<file path="src/rtl/ghr_checkpoint_ctrl.sv">
// Speculative global-history controller: shifts the GHR per accepted prediction,
// checkpoints pre-shift history per tag, restores on mispredict, retires in order.
module ghr_checkpoint_ctrl #(
  parameter int unsigned HIST_W = 32,
  parameter int unsigned DEPTH  = 8,
  parameter int unsigned TAG_W  = 3
) (
  input  logic              clk,
  input  logic              resetn,
  input  logic              predict_valid,
  input  logic              predict_taken,
  output logic              predict_ready,
  output logic [TAG_W-1:0]  predict_tag,
  output logic [HIST_W-1:0] predict_history,
  input  logic              resolve_valid,
  input  logic [TAG_W-1:0]  resolve_tag,
  input  logic              resolve_taken,
  input  logic              resolve_mispredicted,
  output logic [HIST_W-1:0] commit_history,
  output logic [TAG_W:0]    inflight_count,
  output logic              err
);

  logic [HIST_W-1:0] ckpt [DEPTH];
  logic [TAG_W-1:0]  head;
  logic [TAG_W-1:0]  rel_tag;
  logic              tag_ok;
  logic              mispredict;
  logic              correct;
  logic              illegal;
  logic              full;
  logic              accept;

  // Resolve classification; rel_tag is the branch's age offset from the oldest entry.
  always_comb begin
    rel_tag       = resolve_tag - head;
    tag_ok        = {1'b0, rel_tag} < inflight_count;
    mispredict    = resolve_valid && resolve_mispredicted && tag_ok;
    correct       = resolve_valid && !resolve_mispredicted &&
                    (inflight_count != '0) && (resolve_tag == head);
    illegal       = resolve_valid && !mispredict && !correct;
    full          = inflight_count == (TAG_W+1)'(DEPTH);
    predict_ready = !full && !mispredict;
    accept        = predict_valid && predict_ready;
  end

  // Checkpoint storage holds no control state, so it needs no reset.
  always_ff @(posedge clk) begin
    if (accept) ckpt[predict_tag] <= predict_history;
  end

  always_ff @(posedge clk) begin
    if (!resetn) begin
      predict_history <= '0;
      commit_history  <= '0;
      predict_tag     <= '0;
      head            <= '0;
      inflight_count  <= '0;
      err             <= 1'b0;
    end else begin
      if (mispredict) begin
        // Entry T stays in flight; everything younger is discarded.
        predict_history <= {ckpt[resolve_tag][HIST_W-2:0], resolve_taken};
        predict_tag     <= resolve_tag + TAG_W'(1);
        inflight_count  <= {1'b0, rel_tag} + (TAG_W+1)'(1);
      end else begin
        if (accept) begin
          predict_history <= {predict_history[HIST_W-2:0], predict_taken};
          predict_tag     <= predict_tag + TAG_W'(1);
        end
        if (correct) begin
          commit_history <= {commit_history[HIST_W-2:0], resolve_taken};
          head           <= head + TAG_W'(1);
        end
        inflight_count <= inflight_count + (TAG_W+1)'(accept) - (TAG_W+1)'(correct);
      end
      if (illegal) err <= 1'b1;
    end
  end

endmodule

</file>
<file path="config.mk">
export PLATFORM = sky130hd
export DESIGN_NAME = ghr_checkpoint_ctrl
export DESIGN_NICKNAME = d
export VERILOG_FILES = /design/src/rtl/ghr_checkpoint_ctrl.sv
export SDC_FILE = /design/constraint.sdc
export NUM_CORES = 1
export LEC_CHECK = 0
export BUFFER_PORTS_ARGS = -buffer_cell sky130_fd_sc_hd__clkbuf_2
export CAP_MARGIN = 5
export CORE_UTILIZATION = 25
export DETAILED_ROUTE_END_ITERATION = 10
export SLEW_MARGIN = 20
export SYNTH_ARGS = -nofsm -noshare
export SYNTH_HDL_FRONTEND = slang
export SYNTH_SLANG_ARGS = --single-unit
</file>
<file path="constraint.sdc">
create_clock -name clk -period 6.2 [get_ports clk]
set_input_delay 0.93 -clock clk [delete_from_list [all_inputs] [get_ports clk]]
set_output_delay 0.93 -clock clk [all_outputs]
set_load 0.02 [all_outputs]
</file>
==> flow_summary_export.csv, run 1 <==
group,metric,value,unit
placement,place_congestion,0.750,
critical_path,crit_path_end_kind,"output pin",
global_route,grt_pass1_wl,40600,um
clock_tree,clockBufferDepth,3,
critical_path,critPathRequiredTime,5.27,ns
clock_tree,path_clk_slew,0.05,ns
layout,seq_area,8950,sq um
clock_tree,h-tree-depth,2,
critical_path,cp-endpoint,"predict_ready",
layout,stdcell_count,1503,
timing,worst_clock_skew,0.0257,ns
global_route,grt_max_degree,64,
critical_path,r2r_end,"ckpt[4][4]",
clock_tree,cts_root_buf,"clkbuf_16",
routing,drt-initial-drc-count,478,
synthesis,yosys_warnings,0,
die,die_area,51000,sq um
timing,min_period,4.34,ns
critical_path,crit_chain,"buf_4 > inv_1 > ha_1 > inv_1 > fa_1 > ha_1 > a21bo_1 > a211o_4 > a21oi_1 > clkbuf_2",
critical_path,r2r_start,"head[0]",
clock_tree,cts_sinks,323,
critical_path,critPathMaxFanout,20,
pwr,pwr-share-comb,12.3,%
routing,avgViaCountPerCell,4.34,
clock_tree,clock_latency,0.54,ns
timing,holdWs,0.470,ns
layout,layout.nets,838,
routing,drcViolationCount,0,
synthesis,synth_area,12500,sq um
global_route,grt_pass1_vias,6647,
outcome,status,"complete, no violations",
synthesis,synth.net_count,743,
synthesis,synth_area_leaders,"edfxtp_1, dfxtp_1, mux4_2",
layout,fillers,4816,
placement,dp_cells,1439,
critical_path,start_kind,"primary input",
clock_tree,cts_setup_buffers,0,
timing,final.setup.tns,0,ns
synthesis,yosysTopAreaCell,"edfxtp_1",
clock_tree,cts-buffers-inserted,36,
synthesis,synth_seq_cells,323,
die,die_w,226,um
die,std_cell_rows,81,
global_route,antenna_found_initial,0,
global_route,grt_overflow,0,
critical_path,crit_family,"adder cells",
synthesis,async_reset_ff_share,0,%
flow_run,maxCapViolations,0,
routing,dr.pass1.iters,4,
layout,diodes,0,
synthesis,synth_cell_types,44,
die,core_region_area,49200,sq um
routing,antenna_left,0,
pwr,power.switching,1.42,mW
pwr,switching_share,25.7,%
pwr,irDropWorstVdd,174,uV
layout,layout-drive-gt1-share,27.2,%
critical_path,crit_type,"primary input to output pin",
synthesis,synthFlopType,"edfxtp_1",
hold_path,hold_path.class,"register to register",
synthesis,synth-seq-area-share,71.4,%
timing,report.final.setup_viol,0,
synthesis,syn_area_per_cell,17.4,sq um
synthesis,postSynthCellCount,718,
pwr,cellLeakagePower,5.12,nW
placement,dp_hpwl,14800,um
critical_path,crit_arrival,3.41,ns
placement,place.port_buffers,82,
pwr,p_int,4.12,mW
timing,relSlewSlack,34.4,%
timing,finalHoldViolations,0,
pwr,power.share.clock,38.1,%
routing,routed_wl,26600,um
clock_tree,ctsResizeCount,0,
critical_path,cp_num_cells,10,
die,io_pins,83,
timing,slew_violations,0,
pwr,p_seq_share,49.6,%
timing,layout_setup_ws,1.86,ns
timing,rsz0062_at_grt,"false",
die,start_util,25.5,%
critical_path,cp-startpoint,"resolve_tag[0]",
synthesis,synth_edf_count,248,
routing,wire_per_inst,17.7,um
critical_path,slowest_stage,"fa_1",
clock_tree,holdBufCountCts,0,
critical_path,cpPeakStageDelay,0.45,ns
die,dieHeight,226,um
timing,fmax,230,MHz
global_route,grt_usage,10.6,%
synthesis,synth_top_area_share,59.5,%
critical_path,r2r_cells,10,
critical_path,worst-r2r-setup-slack,2.38,ns
layout,area_growth,19.0,%
layout,multi_input_area,3360,sq um
timing,fin_crit_sh,70.0,%
placement,dp_slack,0.880,ns
timing,worstMarginPinSlew,0.984,ns
clock_tree,cts_tree,"built",
critical_path,timing.critical_path.buf_inv,4,
routing,num_vias,6519,
pwr,p_per_area,372,nW/um^2
## kinds of logic (layout without fill, tap and decap cells)
group	count (synthesis)	count (layout)	synth area share, %
AO/OA/AOI/OAI	87	87	4.20
XOR/XNOR	8	8	0.559
adder cells (fa/ha/maj)	15	15	1.62
buffers and inverters	53	174	2.20
flip-flops	323	323	71.4
multiplexers	124	124	16.1
AND/OR/NAND/NOR	108	108	3.88
## power groups by stage
stage	Clock [mW]	Combinational, mW	Sequential [mW]
detailed placement	0	0.695	2.80
finish	2.11	0.679	2.75
global route	2.25	0.740	2.78
floorplan	0	0.413	2.80
CTS	2.17	0.696	2.75
global placement	0	0.688	2.79
## per-layer routing
layer | part of all wire, % | global-route usage, % | vias to the layer above
li1 | - | - | 2997
met1 | 46 | 14.8 | 3324
met2 | 45 | 16.1 | 163
met3 | 6.4 | 2.45 | 35
met4 | 2.1 | 3.49 | 0
met5 | 0 | 0 | -
## worst register-to-register path, stage by stage, from the launching register on
cell	delay (ns)
dfxtp_1	0.36
ha_1	0.15
inv_1	0.04
fa_1	0.38
xnor2_1	0.32
ha_1	0.22
and4bb_4	0.21
a211oi_4	0.58
nand3_1	0.46
nor3_2	0.21
buf_4	0.51
## cell usage after synthesis (2+ instances only)
cell type and instances:
buf_2 12, ha_1 13, dfxtp_1 75, nand2b_1 2, edfxtp_1 248, buf_6 2
o21ai_0 6, nand3_1 4, a21oi_1 40, nor2_1 11, buf_4 12, xor2_1 3
fa_1 2, a211oi_1 2, inv_1 12, clkbuf_1 11, nand2_1 78, mux4_2 62
o22ai_1 31, mux2i_1 62, xnor2_1 5, buf_1 3
## layout make-up
class	count	area share, %
sequential	323	60.1
clock inverter	11	0.957
inverter	13	0.336
timing repair buffer	97	3.53
multi-input combinational	342	22.5
tap	664	5.58
clock buffer	53	7.02
## cell usage in the layout, fill, tap and decap left out, types with 2 or more instances in the layout
cell type / n
edfxtp_1: 248
clkbuf_2: 80
nand2_1: 78
dfxtp_1: 75
mux4_2: 62
mux2i_1: 62
a21oi_1: 40
clkbuf_16: 37
o22ai_1: 31
buf_4: 16
ha_1: 13
inv_1: 12
clkbuf_1: 10
o21ai_0: 6
nor2_4: 6
clkbuf_8: 6
xnor2_1: 5
nor2_1: 5
clkinv_2: 5
nand3_1: 4
xor2_1: 3
nand2b_1: 2
a211oi_1: 2
fa_1: 2
clkinv_1: 2
bufinv_16: 2
## registers in the layout (all words and copies together) (netlist names)
name	count
inflight_count	4
ckpt	248
predict_tag	3
head	3
commit_history	32
predict_history	32
err	1
## worst min path at each step
stage	start	to	slack [ns]	cells after the start
global route	commit_history[8]	commit_history[8]	0.48	2
detailed placement	err	err	0.46	2
CTS	commit_history[5]	commit_history[6]	0.47	2
floorplan	head[1]	head[1]	0.45	2
finish	commit_history[5]	commit_history[6]	0.47	2
global placement	commit_history[31]	commit_history[31]	0.45	2
## stage by stage
stage	utilization, %	cell area [sq um]	power [mW]
floorplan	-	12500	3.22
global placement	27.9	13700	3.48
detailed placement	27.9	13700	3.50
CTS	30.3	14900	5.62
global route	30.3	14900	5.77
finish	30.3	14900	5.54
(Power assumes the default switching activity.)
==> inputs of run 2 (changes only) <==
Clock period 6.2 ns to 3.5 ns, I/O delays scaled along.
==> run 2 against run 1 <==
Clock power up 67%; via count is 0.51% lower; wire length fell by 0.73%; non-clock buffer count rose by 13.
==> flow_summary_export.csv, run 2 (same netlist as run 1, synthesis figures left out) <==
group,metric,value,unit
critical_path,timing.critical_path.buf_inv,3,
timing,finalHoldViolations,0,
clock_tree,cts_root_buf,"clkbuf_16",
placement,place.port_buffers,82,
layout,largest-register,"ckpt",
critical_path,crit_path_end_kind,"output pin",
layout,area_growth,20.9,%
pwr,cellLeakagePower,5.16,nW
timing,report.final.setup_viol,0,
global_route,grt_usage,10.3,%
routing,antenna_left,0,
pwr,p_per_area,642,nW/um^2
timing,holdWs,0.177,ns
critical_path,critPathMaxFanout,8,
routing,drt-initial-drc-count,435,
placement,dp_hpwl,15500,um
critical_path,cpPeakStageDelay,0.39,ns
placement,post_dp_cell_area,14000,sq um
timing,worstMarginPinSlew,0.791,ns
layout,final_common_cell,"edfxtp_1",
die,io_pins,83,
die,std_cell_rows,81,
routing,wire_per_inst,17.5,um
layout,top_regs,"ckpt x248, commit_history x32, predict_history x32",
die,core_region_area,49200,sq um
layout,largest_reg_flops,248,
clock_tree,path_clk_slew,0.07,ns
clock_tree,h-tree-depth,1,
hold_path,hold_path.class,"primary input to register",
critical_path,slowest_stage,"fa_2",
clock_tree,cts_setup_buffers,0,
layout,fin_util,30.8,%
clock_tree,cts_sinks,323,
critical_path,start_kind,"register",
global_route,grt_max_degree,40,
routing,dr.pass1.iters,4,
die,dieHeight,226,um
layout,diodes,0,
timing,worst_clock_skew,0.0328,ns
layout,layout-drive-gt1-share,29.9,%
critical_path,crit_arrival,2.87,ns
critical_path,worst-r2r-setup-slack,0.38,ns
pwr,irDropWorstVdd,408,uV
timing,fmax,294,MHz
timing,fin_crit_sh,97.1,%
global_route,antenna_found_initial,0,
clock_tree,clock_latency,0.59,ns
outcome,status,"complete, no violations",
die,die_w,226,um
critical_path,crit_type,"register to output pin",
timing,slew_violations,0,
critical_path,crit_chain,"ha_4 > inv_2 > fa_2 > xnor2_2 > ha_1 > and4bb_2 > a211o_4 > buf_4 > a21oi_2 > buf_6",
clock_tree,cts_tree,"built",
routing,num_vias,6486,
timing,min_period,3.40,ns
placement,place_congestion,0.781,
layout,layout_common_cells,"edfxtp_1, clkbuf_2, nand2_1",
timing,relSlewSlack,47.2,%
timing,rsz0062_at_grt,"false",
die,start_util,25.5,%
routing,avgViaCountPerCell,4.30,
critical_path,crit_family,"adder cells",
global_route,grt_pass1_wl,40400,um
die,die_area,51000,sq um
flow_run,maxCapViolations,0,
global_route,grt_overflow,0,
routing,routed_wl,26400,um
clock_tree,clockBufferDepth,3,
critical_path,critPathRequiredTime,2.97,ns
clock_tree,cts-buffers-inserted,30,
routing,drcViolationCount,0,
layout,fin_area,15100,sq um
layout,layout.nets,845,
global_route,grt_pass1_vias,6585,
run 2: cell count changes in the layout (fill, tap and decap cells not counted), sizes merged:
cell and delta:
clkinvlp +4, clkinv -1, clkbuf -16, buf +14, bufinv +4
run 2: path summary, 6_finish.rpt:
| check | cells after the start | end | from |
|---|---|---|---|
| hold / removal | 3 | predict_history[0] | predict_taken |
| setup reg to reg | 14 | inflight_count[1] | head[0] |
| hold reg to reg | 2 | commit_history[31] | commit_history[31] |
| setup / recovery | 10 | predict_ready | head[0] |
run 2: area by class of cell:
class	instances	area, sq um
clock inverter	18	277
fill	4736	34000
inverter	13	55.1
sequential	323	8950
multi-input combinational	342	3440
timing repair buffer	110	779
clock buffer	38	801
tap	664	831
run 2: power breakdown:
| group | switching, mW | internal (mW) |
|---|---|---|
| clock network | 1.44 | 2.08 |
| logic | 0.762 | 0.554 |
| registers | 0.289 | 4.59 |
run 2: per-layer routing:
layer	up-vias	wire length (um)	share of wire, %	global-route usage [%]
met3	41	1070	4.1	1.80
met5	-	0	0	0
met4	0	585	2.2	3.29
li1	3006	-	-	-
met2	103	13600	51	18.1
met1	3336	11200	42	12.8
run 2: stage by stage:
step	total power [mW]	setup slack, ns	TNS, ns	instances
finish	9.72	0.103	0	1508
global placement	6.26	0.0207	0	1452
CTS	9.84	0.00254	0	1508
floorplan	5.77	-0.506	-41.09	718
detailed placement	6.31	-0.0173	-0.0306	1452
global route	10.1	0.000423	0	1508
run 2: timing repair:
action,4_1_cts,5_1_grt
hold buffers,0,0
endpoints found under the hold margin,0,0
gates resized for setup,2,4
endpoints found under the setup margin,1,1
pin swaps,0,0
run 2: worst reg2reg max path, stage by stage, from the launching register on:
cell	delay [ns]
dfxtp_4	0.37
ha_4	0.12
inv_2	0.03
fa_2	0.39
xnor2_2	0.15
ha_1	0.29
and4bb_2	0.27
a211oi_4	0.23
nand2_4	0.08
ha_4	0.26
inv_1	0.03
ha_2	0.17
inv_2	0.06
fa_2	0.43
a211oi_2	0.17
